### config.mk
export PLATFORM = sky130hd
export DESIGN_NAME = instr_fetch
export DESIGN_NICKNAME = d
export VERILOG_FILES = /design/src/rtl/proc_pkg.sv /design/src/rtl/fetch_buf.sv /design/src/rtl/instr_fetch.sv
export SDC_FILE = /design/constraint.sdc
export NUM_CORES = 1
export LEC_CHECK = 0
export CAP_MARGIN = 20
export CORE_ASPECT_RATIO = 0.7
export CORE_UTILIZATION = 46
export DETAILED_ROUTE_END_ITERATION = 7
export PLACE_DENSITY = 0.75
export SLEW_MARGIN = 25
export SYNTH_ARGS = -nofsm -noshare
export SYNTH_HDL_FRONTEND = slang
export SYNTH_SLANG_ARGS = --single-unit
### constraint.sdc
create_clock -name clk -period 1.7 [get_ports clk]
set_input_delay 0.34 -clock clk [delete_from_list [all_inputs] [get_ports clk]]
set_output_delay 0.34 -clock clk [all_outputs]
set_load 0.02 [all_outputs]
### src/rtl/proc_pkg.sv
// ---------------------------------------------------------------------------
// proc_pkg
// Shared definitions for the processor front end: default bus widths, the
// opcode field location, the HALT opcode and the fetch FSM state type.
// No ports (package).
// ---------------------------------------------------------------------------
package proc_pkg;

    // Default widths used by instr_fetch when its parameters are not overridden
    localparam int DEF_ADDR_W = 8;
    localparam int DEF_DATA_W = 16;

    // Opcode field of a 16-bit instruction word
    localparam int OPC_MSB = 15;
    localparam int OPC_LSB = 12;

    // Opcode that stops the fetch unit when HALT support is built in
    localparam logic [3:0] OPC_HALT = 4'hF;

    // Fetch FSM state, kept as plain constants so older tools and
    // waveform viewers see a simple 1-bit encoding
    typedef logic [0:0] fetch_state_t;
    localparam fetch_state_t FETCH  = 1'b0;
    localparam fetch_state_t HALTED = 1'b1;

    // True when an instruction word carries the HALT opcode
    function automatic logic is_halt(input logic [DEF_DATA_W-1:0] word);
        return word[OPC_MSB:OPC_LSB] == OPC_HALT;
    endfunction

endpackage

### src/rtl/fetch_buf.sv
// ---------------------------------------------------------------------------
// fetch_buf
// Two-entry FIFO that decouples instruction fetch from decode back-pressure.
// The head entry is always driven on head_data, so the output does not move
// until the entry is popped.
//
// Ports:
//   clk        system clock, rising edge
//   rst        asynchronous active-low reset
//   push       write push_data this cycle
//   pop        remove the head entry this cycle
//   flush      discard all entries (wins over push and pop)
//   push_data  entry to write
//   head_data  oldest entry (reset value 0)
//   count      number of entries held, 0..2
//   empty      count == 0
// ---------------------------------------------------------------------------
module fetch_buf #(
    parameter int WIDTH = 24
) (
    input  logic             clk,
    input  logic             rst,
    input  logic             push,
    input  logic             pop,
    input  logic             flush,
    input  logic [WIDTH-1:0] push_data,
    output logic [WIDTH-1:0] head_data,
    output logic [1:0]       count,
    output logic             empty
);

    logic [WIDTH-1:0] entry0_q, entry0_d;
    logic [WIDTH-1:0] entry1_q, entry1_d;
    logic             wr_ptr_q, wr_ptr_d;
    logic             rd_ptr_q, rd_ptr_d;
    logic [1:0]       count_q,  count_d;
    logic             do_push;
    logic             do_pop;

    // Next-state logic for storage, pointers and occupancy. A push into a
    // full buffer is only accepted when the head leaves in the same cycle;
    // in that case the write lands in the slot being vacated.
    always_comb begin
        do_pop   = pop & (count_q != 2'd0);
        do_push  = push & ((count_q != 2'd2) | do_pop);
        entry0_d = entry0_q;
        entry1_d = entry1_q;
        wr_ptr_d = wr_ptr_q;
        rd_ptr_d = rd_ptr_q;
        count_d  = count_q;
        if (flush) begin
            count_d  = 2'd0;
            wr_ptr_d = 1'b0;
            rd_ptr_d = 1'b0;
        end else begin
            if (do_push) begin
                if (wr_ptr_q) begin
                    entry1_d = push_data;
                end else begin
                    entry0_d = push_data;
                end
                wr_ptr_d = ~wr_ptr_q;
            end
            if (do_pop) begin
                rd_ptr_d = ~rd_ptr_q;
            end
            case ({do_push, do_pop})
                2'b10:   count_d = count_q + 2'd1;
                2'b01:   count_d = count_q - 2'd1;
                default: count_d = count_q;
            endcase
        end
    end

    // State registers; entries clear on reset so the head reads as zero
    always_ff @(posedge clk or negedge rst) begin
        if (!rst) begin
            entry0_q <= '0;
            entry1_q <= '0;
            wr_ptr_q <= 1'b0;
            rd_ptr_q <= 1'b0;
            count_q  <= 2'd0;
        end else begin
            entry0_q <= entry0_d;
            entry1_q <= entry1_d;
            wr_ptr_q <= wr_ptr_d;
            rd_ptr_q <= rd_ptr_d;
            count_q  <= count_d;
        end
    end

    assign head_data = rd_ptr_q ? entry1_q : entry0_q;
    assign count     = count_q;
    assign empty     = (count_q == 2'd0);

endmodule

### src/rtl/instr_fetch.sv
// ---------------------------------------------------------------------------
// instr_fetch
// Instruction fetch unit. Owns the program counter, drives the registered
// program memory address, tracks the single outstanding read, buffers
// returned words in a 2-entry FIFO and hands them to decode over a
// valid/ready handshake. Redirects from execute flush everything in flight.
//
// Build option:
//   IFETCH_HALT_EN  when defined, a returned word with opcode 4'hF stops
//                   fetching (FSM enters HALTED, `halted` goes high). When
//                   undefined, `halted` is tied low and 4'hF is an ordinary
//                   instruction.
//
// Ports:
//   clk             system clock, rising edge
//   rst             asynchronous active-low reset
//   pm_address      registered program memory address
//   pm_data         memory read data, valid the cycle after pm_address loads
//   instr           instruction at the head of the buffer
//   instr_pc        address of instr
//   instr_valid     instr/instr_pc hold a valid entry
//   instr_ready     decode accepts the head entry this cycle
//   redirect_valid  single-cycle branch/jump redirect request
//   redirect_addr   redirect target
//   halted          fetch has stopped on a HALT word
// ---------------------------------------------------------------------------
module instr_fetch
    import proc_pkg::*;
#(
    parameter int                 ADDR_W   = DEF_ADDR_W,
    parameter int                 DATA_W   = DEF_DATA_W,
    parameter logic [ADDR_W-1:0]  RESET_PC = '0
) (
    input  logic              clk,
    input  logic              rst,
    output logic [ADDR_W-1:0] pm_address,
    input  logic [DATA_W-1:0] pm_data,
    output logic [DATA_W-1:0] instr,
    output logic [ADDR_W-1:0] instr_pc,
    output logic              instr_valid,
    input  logic              instr_ready,
    input  logic              redirect_valid,
    input  logic [ADDR_W-1:0] redirect_addr,
    output logic              halted
);

    localparam int ENTRY_W = DATA_W + ADDR_W;

    logic [ADDR_W-1:0]  pc_q,          pc_d;
    logic [ADDR_W-1:0]  pm_address_q,  pm_address_d;
    logic [ADDR_W-1:0]  inflight_pc_q, inflight_pc_d;
    logic               rd_inflight_q, rd_inflight_d;

    logic               pop;
    logic               push;
    logic               issue;
    logic               fetching;
    logic               halt_hit;
    logic [2:0]         occupancy;
    logic [2:0]         limit;
    logic [1:0]         buf_count;
    logic               buf_empty;
    logic [ENTRY_W-1:0] buf_head;

`ifdef IFETCH_HALT_EN
    fetch_state_t       state_q, state_d;
`endif

    // Handshake and return path. A redirect flushes the buffer, so neither
    // a pop nor the cancelled read's return may take effect in that cycle.
    always_comb begin
        pop  = instr_valid & instr_ready & ~redirect_valid;
        push = rd_inflight_q & ~redirect_valid;
    end

`ifdef IFETCH_HALT_EN
    // HALT detection on the word being pushed, and the FSM gate on issuing
    always_comb begin
        halt_hit = push & is_halt(pm_data);
        fetching = (state_q == FETCH);
    end
`else
    // Without HALT support the unit is always fetching
    always_comb begin
        halt_hit = 1'b0;
        fetching = 1'b1;
    end
`endif

    // Issue decision. Entries already buffered plus the read coming back
    // must leave a free slot, counting the slot a pop frees this cycle. A
    // HALT return suppresses the read that would otherwise go out with it,
    // so the PC stays at the word after the HALT.
    always_comb begin
        occupancy = {1'b0, buf_count} + {2'b00, rd_inflight_q};
        limit     = 3'd2 + {2'b00, pop};
        issue     = fetching & ~redirect_valid & ~halt_hit & (occupancy < limit);
    end

    // Program counter, memory address and in-flight tracking. The in-flight
    // flag only lives for the single cycle in which its data comes back.
    always_comb begin
        pc_d          = pc_q;
        pm_address_d  = pm_address_q;
        inflight_pc_d = inflight_pc_q;
        rd_inflight_d = issue;
        if (redirect_valid) begin
            pc_d = redirect_addr;
        end else if (issue) begin
            pc_d          = pc_q + ADDR_W'(1);
            pm_address_d  = pc_q;
            inflight_pc_d = pc_q;
        end
    end

`ifdef IFETCH_HALT_EN
    // FSM: a redirect always returns to FETCH; a pushed HALT word parks it
    always_comb begin
        state_d = state_q;
        if (redirect_valid) begin
            state_d = FETCH;
        end else if (halt_hit) begin
            state_d = HALTED;
        end
    end

    // FSM state register
    always_ff @(posedge clk or negedge rst) begin
        if (!rst) begin
            state_q <= FETCH;
        end else begin
            state_q <= state_d;
        end
    end

    assign halted = (state_q == HALTED);
`else
    assign halted = 1'b0;
`endif

    // Fetch state registers
    always_ff @(posedge clk or negedge rst) begin
        if (!rst) begin
            pc_q          <= RESET_PC;
            pm_address_q  <= RESET_PC;
            inflight_pc_q <= '0;
            rd_inflight_q <= 1'b0;
        end else begin
            pc_q          <= pc_d;
            pm_address_q  <= pm_address_d;
            inflight_pc_q <= inflight_pc_d;
            rd_inflight_q <= rd_inflight_d;
        end
    end

    fetch_buf #(
        .WIDTH (ENTRY_W)
    ) u_fetch_buf (
        .clk       (clk),
        .rst       (rst),
        .push      (push),
        .pop       (pop),
        .flush     (redirect_valid),
        .push_data ({pm_data, inflight_pc_q}),
        .head_data (buf_head),
        .count     (buf_count),
        .empty     (buf_empty)
    );

    assign pm_address  = pm_address_q;
    assign instr       = buf_head[ADDR_W +: DATA_W];
    assign instr_pc    = buf_head[ADDR_W-1:0];
    assign instr_valid = ~buf_empty;

endmodule

* After elaboration in Yosys (flattened, before gate mapping)
Index checks and enable logic that the tools add are counted.
** Storage, ports and cells
- Word-level logic and storage cells :: 46
- Input port bits :: 28
- Flip-flop bits (word level) :: 69
** Operators by class
- Bitwise gates (word level) :: 11
- Reduce and logical (&&, ||, !) cells :: 9
- $lt $le $gt $ge :: 1
- Muxes and demuxes :: 9
- Equal/unequal tests :: 3
- Add/subtract/negate cells :: 5
** Operators by type and width (count)
- 24-bit two-way mux :: 1
- 8-bit two-way mux :: 2
- 8-bit by 1-bit adder with 8-bit output (second input constant) :: 1
- 2-bit nonzero test :: 4
- 1-bit bitwise AND :: 6
- 3-bit AND reduction :: 2
- 1-bit two-way mux :: 4
- 1-bit NOT :: 4
- 2-bit one-hot mux with 2 select lines :: 1
- 2-bit by 1-bit adder with 3-bit output :: 1
- 2-bit by 1-bit adder with 3-bit output (first input constant) :: 1
- 3-bit < comparator :: 1
- 3-bit nonzero test :: 1
- 2-bit by 1-bit adder with 2-bit output (second input constant) :: 1
- 2-bit by 1-bit equality test with 1-bit output (second input constant) :: 1
- 2-bit equality test (second input constant) :: 1
- 2-bit zero test :: 1
- 2-bit two-way mux :: 1
- 2-bit inequality test (second input constant) :: 1
- 2-bit AND reduction :: 1
- 2-bit by 1-bit subtractor with 2-bit output (second input constant) :: 1
- 1-bit bitwise OR :: 1

* Logic depth before layout (Yosys ltp)
Gate-level depths: netlist of run 1.
- Word-level depth :: 10
- Gate-level depth with buffers :: 7
- Mapped depth without buffers :: 6

* Hierarchy
A second synthesis of run 1 with hierarchy kept.
** Second synthesis, totals
- Cell total of the unflattened synthesis :: 248
- Area total of the unflattened synthesis :: 3370.7 um^2
** By module, submodules not included
- fetch_buf :: times used 1, cells each 155, sequential area each 1301.2 um^2, area an instance 2404.8 um^2
- instr_fetch :: times used 1, cells each 93, sequential area each 425.4 um^2, area an instance 965.9 um^2

* Least setup slack after synthesis of run 1
OpenSTA, ideal clock, no wires.
- Kind :: register to register
- Start :: register u_fetch_buf.count_q[0], in the netlist u_fetch_buf.count[0]
- End :: register pc_q[7]
- Path slack :: -0.124 ns
- Period minus slack after synthesis :: 1.824 ns
- Data required time :: 1.618 ns
- Buffers on the path :: 0
- Stages on the path, launching flop included :: 6
- Arrival :: 1.742 ns
- Library setup time :: 0.082 ns
- Cells stage by stage :: dfrtp_1 ha_1 ha_1 or3_1 or4_1 a31oi_1
** On the way
- Cells in the longest elaborated chain, start to end :: 8
- Elaborated cells between the ends (all ways) :: 9
** RTL lines
- start: declaration :: RTL line fetch_buf.sv:36 : logic [1:0] count_q, count_d;
- start signal: assignment :: RTL line fetch_buf.sv:88 : count_q <= count_d;
- 2-bit zero test :: RTL line fetch_buf.sv:94 : assign empty = (count_q == 2'd0);
- 1-bit NOT :: RTL line instr_fetch.sv:173 : assign instr_valid = ~buf_empty;
- 1-bit bitwise AND (2 in series) :: RTL line instr_fetch.sv:72 : pop = instr_valid & instr_ready & ~redirect_valid;
- 2-bit by 1-bit adder with 3-bit output :: RTL line instr_fetch.sv:96 : limit = 3'd2 + {2'b00, pop};
- 3-bit < comparator * :: RTL line instr_fetch.sv:97 : issue = fetching & ~redirect_valid & ~halt_hit & (occupancy < limit);
- 1-bit bitwise AND * :: RTL line instr_fetch.sv:97
- 2-bit nonzero test (no line) *
- end signal: assignment :: RTL line instr_fetch.sv:149 : pc_q <= pc_d;
- end: declaration :: RTL line instr_fetch.sv:49 : logic [ADDR_W-1:0] pc_q, pc_d;
Every way passes the cells marked *; elsewhere a longest branch is shown, timed or not.
A chain may end at the register's enable or synchronous reset.

* Final worst setup path of run 1
- Start :: register u_fetch_buf.rd_ptr_q
- End :: output instr[2]
** On the way
- Cells in the longest elaborated chain, start to end :: 1
** RTL lines
- start: declaration :: RTL line fetch_buf.sv:35 : logic rd_ptr_q, rd_ptr_d;
- start signal: assignment :: RTL line fetch_buf.sv:87 : rd_ptr_q <= rd_ptr_d;
- 24-bit two-way mux :: RTL line fetch_buf.sv:92 : assign head_data = rd_ptr_q ? entry1_q : entry0_q;
- end: declaration :: RTL line instr_fetch.sv:38 : output logic [DATA_W-1:0] instr,
Every way passes these cells.

==> flow_metrics.env, run 1 <==
export IMPL_setup_slack_ns=-0.0627
export IMPL_max_clock_freq_mhz=567
export IMPL_min_path_type="in2async"
export IMPL_fin_tns_setup_ns=-0.879
export IMPL_synthDistinctLibCells=35
export IMPL_worstPathRequired_ns=1.36
export IMPL_syn_nets=263
export IMPL_n_fill_cell=430
export IMPL_dr_wl_met3_um=501
export IMPL_ioPinCount=62
export IMPL_r2r_end="pc_q[7]"
export IMPL_area_delta_synth_final_pct=46.8
export IMPL_maxCapViolCount=0
export IMPL_pwr_share_clk_pct=24.5
export IMPL_r2r_start="u_fetch_buf.count[0]"
export IMPL_io_buffers=60
export IMPL_grt_pass1_vias=2282
export IMPL_final_cell_mix="66 x dfrtp_1, 48 x mux2_2, 32 x mux2_4"
export IMPL_cts_buffers=9
export IMPL_rrSetupSlack_ns=-0.05
export IMPL_clockBufferDepth=2
export IMPL_avgRoutedWirePerCell_um=17.3
export IMPL_syn_cell_area_um2=3140
export IMPL_critPathKind="reg2out"
export IMPL_htree_levels=3
export IMPL_antenna_found_initial=0
export IMPL_synth_edf_count=0
export IMPL_cp_arrival_ns=1.42
export IMPL_drive_gt1_share_pct=52.9
export IMPL_wl_met1_mm=3.40
export IMPL_synthFlopType="dfrtp_1"
export IMPL_clk_latency_ns=0.34
export IMPL_violations="negative setup slack"
export IMPL_critPathLaunchType="flip-flop"
export IMPL_holdBufCountCts=0
export IMPL_final_nets=351
export IMPL_syn_avg_cell_area_um2=13.5
export IMPL_setup_viol=31
export IMPL_p_leak_uw=0.00208
export IMPL_detail_route_iter0_violations=109
export IMPL_ys_seq_elements=69
export IMPL_drcViolationCount=0
export IMPL_fin_skew_ns=0.00637
export IMPL_crit_path_max_fanout=8
export IMPL_final_common_cell="dfrtp_1"
export IMPL_synthArstFlopShare_pct=100
export IMPL_clkTransAtPathRegs_ns=0.08
export IMPL_synth_cells=232
export IMPL_maxSlewViolCount=0
export IMPL_drt_wl_total_mm=7.21
export IMPL_intPower_uw=4730
export IMPL_dr_total_vias=2206
export IMPL_root_buffer="clkbuf_8"
export IMPL_die_area_um2=7160
export IMPL_std_cell_rows=24
export IMPL_p_switching_uw=2010
export IMPL_period_minus_slack_ns=1.76
export IMPL_place_congestion=0.809
export IMPL_die_height_um=71.1
export IMPL_grt_ovfl_total=0
export IMPL_viasPerCell=5.30
export IMPL_endpoint_kind="primary output"
export IMPL_p_comb_share_pct=37.4
export IMPL_dr_max_layer_used="met4"
export IMPL_pwr_share_seq_pct=38.1
export IMPL_grt_pass1_wl_mm=11.4
export IMPL_core_um2=6400
export IMPL_initial_core_util_pct=49.1
export IMPL_total_power_uw=6740
export IMPL_hpwlAfterDp_mm=4.35
export IMPL_grt_util_all_layers_pct=21.4
export IMPL_cts_tree="done"
export IMPL_status="complete, but fails checks"
export IMPL_vdd_ir_drop_max_v=0.000859
export IMPL_hold_viol=0
export IMPL_timing_final_crit_share_pct=104
export IMPL_worst_r2r_cell_count=5
export IMPL_postRouteAntennaNets=0
export IMPL_yosysWarningCount=0
export IMPL_power_density_nw_per_um2=1460
export IMPL_cts_sinks=69
export IMPL_antenna_cells=0
export IMPL_rsz0062_at_grt="yes"
export IMPL_ys_seq_area_share_pct=55.0
export IMPL_die_width_um=101
export IMPL_fin_util_pct=72.0
export IMPL_grt_max_degree=70
export IMPL_wl_met2_mm=3.24
export IMPL_swShare_pct=29.8
export IMPL_first_pass_iters=4
-- Yosys cell counts, types with 3 or more instances --
cell type  number  area, µm²
ha_1            3       37.5
or4_1           3       22.5
nor2_1          9       33.8
buf_2           3       15.0
inv_1           5       18.8
or3_1           3       18.8
a31oi_1         6       37.5
mux2_2         80        901
o21ai_0         6       30.0
nand2_1         6       22.5
buf_4           3       22.5
dfrtp_1        69       1730
clkbuf_1        4       15.0
o31ai_1         4       30.0
-- metal layers --
layer / GRT usage, % / vias up
li1: - / 1021
met1: 29.6 / 1097
met2: 31.7 / 79
met3: 8.10 / 9
met4: 6.12 / 0
met5: 0 / -
-- area by class of cell --
| class | instances | area (µm²) | share of cell area, % |
|---|---|---|---|
| Multi-Input combinational cell | 147 | 1570 | 34.0 |
| Sequential cell | 69 | 1730 | 37.6 |
| Tap cell | 91 | 114 | 2.47 |
| Clock buffer | 11 | 141 | 3.07 |
| Inverter | 5 | 18.8 | 0.407 |
| Clock inverter | 5 | 106 | 2.31 |
| Timing Repair Buffer | 88 | 928 | 20.2 |
-- sequential cells by signal, summed over array words and instances, names as in the netlist --
signal	count
inflight_pc_q	8
pc_q	8
rd_inflight_q	1
u_fetch_buf.count	2
u_fetch_buf.entry0_q	24
u_fetch_buf.entry1_q	24
u_fetch_buf.rd_ptr_q	1
u_fetch_buf.wr_ptr_q	1
-- power groups by stage --
stage	clock (µW)	sequential, µW	combinational (µW)
CTS	1690	2540	2330
detailed placement	0	2550	2170
global route	1770	2650	2670
global placement	0	2520	2130
floorplan	0	2510	1270
finish	1650	2570	2520
-- worst max-delay path by stage --
stage                    startpoint          end  slack (ns)  cells after the start
3_3_place_gp            instr_ready      pc_q[7]       -0.33                      5
3_5_place_dp            instr_ready      pc_q[7]       -0.39                      5
4_1_cts        u_fetch_buf.rd_ptr_q  instr_pc[4]       -0.13                      4
6_report       u_fetch_buf.rd_ptr_q     instr[2]       -0.06                      3
5_1_grt        u_fetch_buf.rd_ptr_q     instr[2]       -0.12                      3
2_1_floorplan  u_fetch_buf.count[0]      pc_q[7]       -0.05                      5
-- metrics by stage --
step | setup slack (ns) | area (µm²) | instances | hold slack (ns)
2_1_floorplan | -0.0460 | 3170 | 232 | 0.0444
3_3_place_gp | -0.329 | 4040 | 392 | 0.393
3_5_place_dp | -0.387 | 4040 | 392 | 0.391
4_1_cts | -0.135 | 4460 | 416 | 0.00646
5_1_grt | -0.125 | 4610 | 416 | 0.0232
6_report | -0.0627 | 4610 | 416 | 0.00626
-- critical path, cell delays in order (launching register included) --
cell and delay, ns:
dfrtp_2 0.40, buf_6 0.17, mux2_2 0.35, buf_2 0.16
-- cells by family (layout without fill, tap and decap cells) --
group	count (synthesis)	after routing	synth area share [%]
compound gates	25	25	5.78
xor+xnor	2	2	0.558
fa+ha+maj	3	3	1.20
buf+inv	17	109	2.51
flops	69	69	55.0
mux	80	80	28.7
other cells	1	1	0.119
simple gates	35	36	6.14
-- timing repair --
| action | in CTS | in global routing |
|---|---|---|
| cloned | 3 | 1 |
| resized for setup | 173 | 43 |
| buffers inserted | 5 | 1 |
| pin swaps | 2 | 9 |
| setup endpoints to repair | 78 | 81 |
(Power assumes the default switching activity.)
==> run 2: changes to the inputs <==
==> constraint.sdc (replaced) <==
create_clock -name clk -period 1.7 [get_ports clk]
set_input_delay 0.51 -clock clk [delete_from_list [all_inputs] [get_ports clk]]
set_output_delay 0.51 -clock clk [all_outputs]
set_load 0.02 [all_outputs]
==> flow_metrics.env, run 2 (synthesized netlist as in run 1, its figures left out) <==
export IMPL_clkTransAtPathRegs_ns=0.08
export IMPL_cp_arrival_ns=1.48
export IMPL_dp_slack_ns=-0.507
export IMPL_power_density_nw_per_um2=1450
export IMPL_drcViolationCount=0
export IMPL_grt_pass1_vias=2250
export IMPL_root_buffer="clkbuf_8"
export IMPL_status="complete, but fails checks"
export IMPL_p_switching_uw=2040
export IMPL_drive_gt1_share_pct=53.6
export IMPL_crit_path_start="u_fetch_buf.rd_ptr_q"
export IMPL_grt_max_degree=70
export IMPL_first_pass_iters=4
export IMPL_detail_route_iter0_violations=93
export IMPL_drt_wl_total_mm=7.73
export IMPL_area_delta_synth_final_pct=52.8
export IMPL_dr_total_vias=2264
export IMPL_setup_slack_ns=-0.294
export IMPL_final_nets=362
export IMPL_clockBufferDepth=2
export IMPL_maxSlewViolCount=0
export IMPL_swShare_pct=29.3
export IMPL_critPathLaunchType="flip-flop"
export IMPL_cts_buffers=9
export IMPL_period_minus_slack_ns=1.99
export IMPL_ioPinCount=62
export IMPL_die_width_um=101
export IMPL_r2r_start="u_fetch_buf.count[0]"
export IMPL_place_inst=393
export IMPL_final_cell_mix="66 x dfrtp_1, 46 x mux2_2, 34 x mux2_4"
export IMPL_final_common_cell="dfrtp_1"
export IMPL_reg_top3="u_fetch_buf.entry0_q: 24 flops, u_fetch_buf.entry1_q: 24 flops"
export IMPL_die_height_um=71.1
export IMPL_cts_tree="done"
export IMPL_violations="negative setup slack"
export IMPL_htree_levels=3
export IMPL_grt_util_all_layers_pct=21.4
export IMPL_pwr_share_clk_pct=25.1
export IMPL_stdcell_count=427
export IMPL_std_cell_rows=24
export IMPL_avgRoutedWirePerCell_um=18.1
export IMPL_maxCapViolCount=0
export IMPL_crit_path_max_fanout=5
export IMPL_setup_viol=53
export IMPL_grt_ovfl_total=0
export IMPL_antenna_found_initial=0
export IMPL_hpwlAfterDp_mm=4.29
export IMPL_clk_latency_ns=0.35
export IMPL_min_path_type="in2async"
export IMPL_holdBufCountCts=0
export IMPL_worst_r2r_cell_count=7
export IMPL_pwr_share_seq_pct=37.0
export IMPL_p_comb_share_pct=37.9
export IMPL_max_clock_freq_mhz=501
export IMPL_dpl_cell_area_um2=4050
export IMPL_place_congestion=0.836
export IMPL_worstPathRequired_ns=1.19
export IMPL_p_leak_uw=0.00217
export IMPL_timing_final_crit_share_pct=117
export IMPL_intPower_uw=4920
export IMPL_rsz0062_at_grt="yes"
export IMPL_io_buffers=60
export IMPL_final_area_um2=4800
export IMPL_hold_viol=0
export IMPL_rrSetupSlack_ns=-0.09
export IMPL_viasPerCell=5.30
export IMPL_postRouteAntennaNets=0
export IMPL_critPathKind="reg2out"
export IMPL_initial_core_util_pct=49.1
export IMPL_antenna_cells=0
export IMPL_fin_tns_setup_ns=-7.35
export IMPL_core_um2=6400
export IMPL_fin_skew_ns=0.0119
export IMPL_endpoint="instr[7]"
export IMPL_total_power_uw=6960
export IMPL_die_area_um2=7160
export IMPL_vdd_ir_drop_max_v=0.000591
export IMPL_r2r_end="u_fetch_buf.entry1_q[8]"
export IMPL_endpoint_kind="primary output"
export IMPL_cts_sinks=69
export IMPL_grt_pass1_wl_mm=11.4
==> run 2: cell count changes in the layout (fill, tap and decap cells not counted), sizes merged <==
cell           before  now
buf                53   63
clkinv              0    2
dlygate4sd2         8   10
bufinv              3    4
clkbuf             12   11
clkdlybuf4s50      25   24
dlymetal6s2s        1    0
inv                 6    5
==> run 2: layer usage <==
layer  part of all wire [%]  vias to the layer above  GRT usage (%)
li1                       -                     1040              -
met5                      0                        -              0
met3                    4.7                       12           7.02
met1                     45                     1147           29.1
met2                     49                       65           33.9
met4                   0.76                        0           4.35
==> run 2: worst max-delay path, stage by stage (launching register included) <==
cell and delay [ns]:
dfrtp_2 0.42, buf_12 0.13, buf_16 0.12, mux2_2 0.34
buf_6 0.13
==> run 2: power by group through the flow <==
| stage | clock network, µW | registers [µW] | logic, µW |
|---|---|---|---|
| 6_report | 1750 | 2580 | 2640 |
| 5_1_grt | 1850 | 2640 | 2780 |
| 4_1_cts | 1770 | 2540 | 2490 |
| 3_5_place_dp | 0 | 2550 | 2170 |
| 3_3_place_gp | 0 | 2510 | 2120 |
| 2_1_floorplan | 0 | 2510 | 1270 |
==> run 2: cell type report <==
type / count / area [µm²]
sequential: 69 / 1730
fill: 403 / 1600
multi-input combinational: 147 / 1550
timing repair buffer: 99 / 1130
clock inverter: 7 / 138
clock buffer: 9 / 124
tap: 91 / 114
inverter: 5 / 18.8
==> run 2: stage by stage <==
step / utilization (%) / hold slack, ns
after global placement: 63.3 / 0.481
after global routing: 75.0 / 0.193
after CTS: 73.1 / 0.183
final: 75.0 / 0.169
after detailed placement: 63.3 / 0.489
after floorplan: - / 0.214
==> run 2: what timing repair did <==
action                                  4_1_cts  5_1_grt
buffers inserted                              9        5
endpoints found under the setup margin       95       88
resized for setup                           197       27
gates cloned                                  5        3
pin swaps                                     3        8
==> run 2: worst min path at each step <==
stage,endpoint,cells past startpoint
floorplan,inflight_pc_q[0],0
global placement,u_fetch_buf.entry1_q[12],1
detailed placement,u_fetch_buf.entry1_q[10],1
CTS,u_fetch_buf.entry0_q[23],2
global route,u_fetch_buf.entry0_q[14],2
finish,u_fetch_buf.entry0_q[23],2
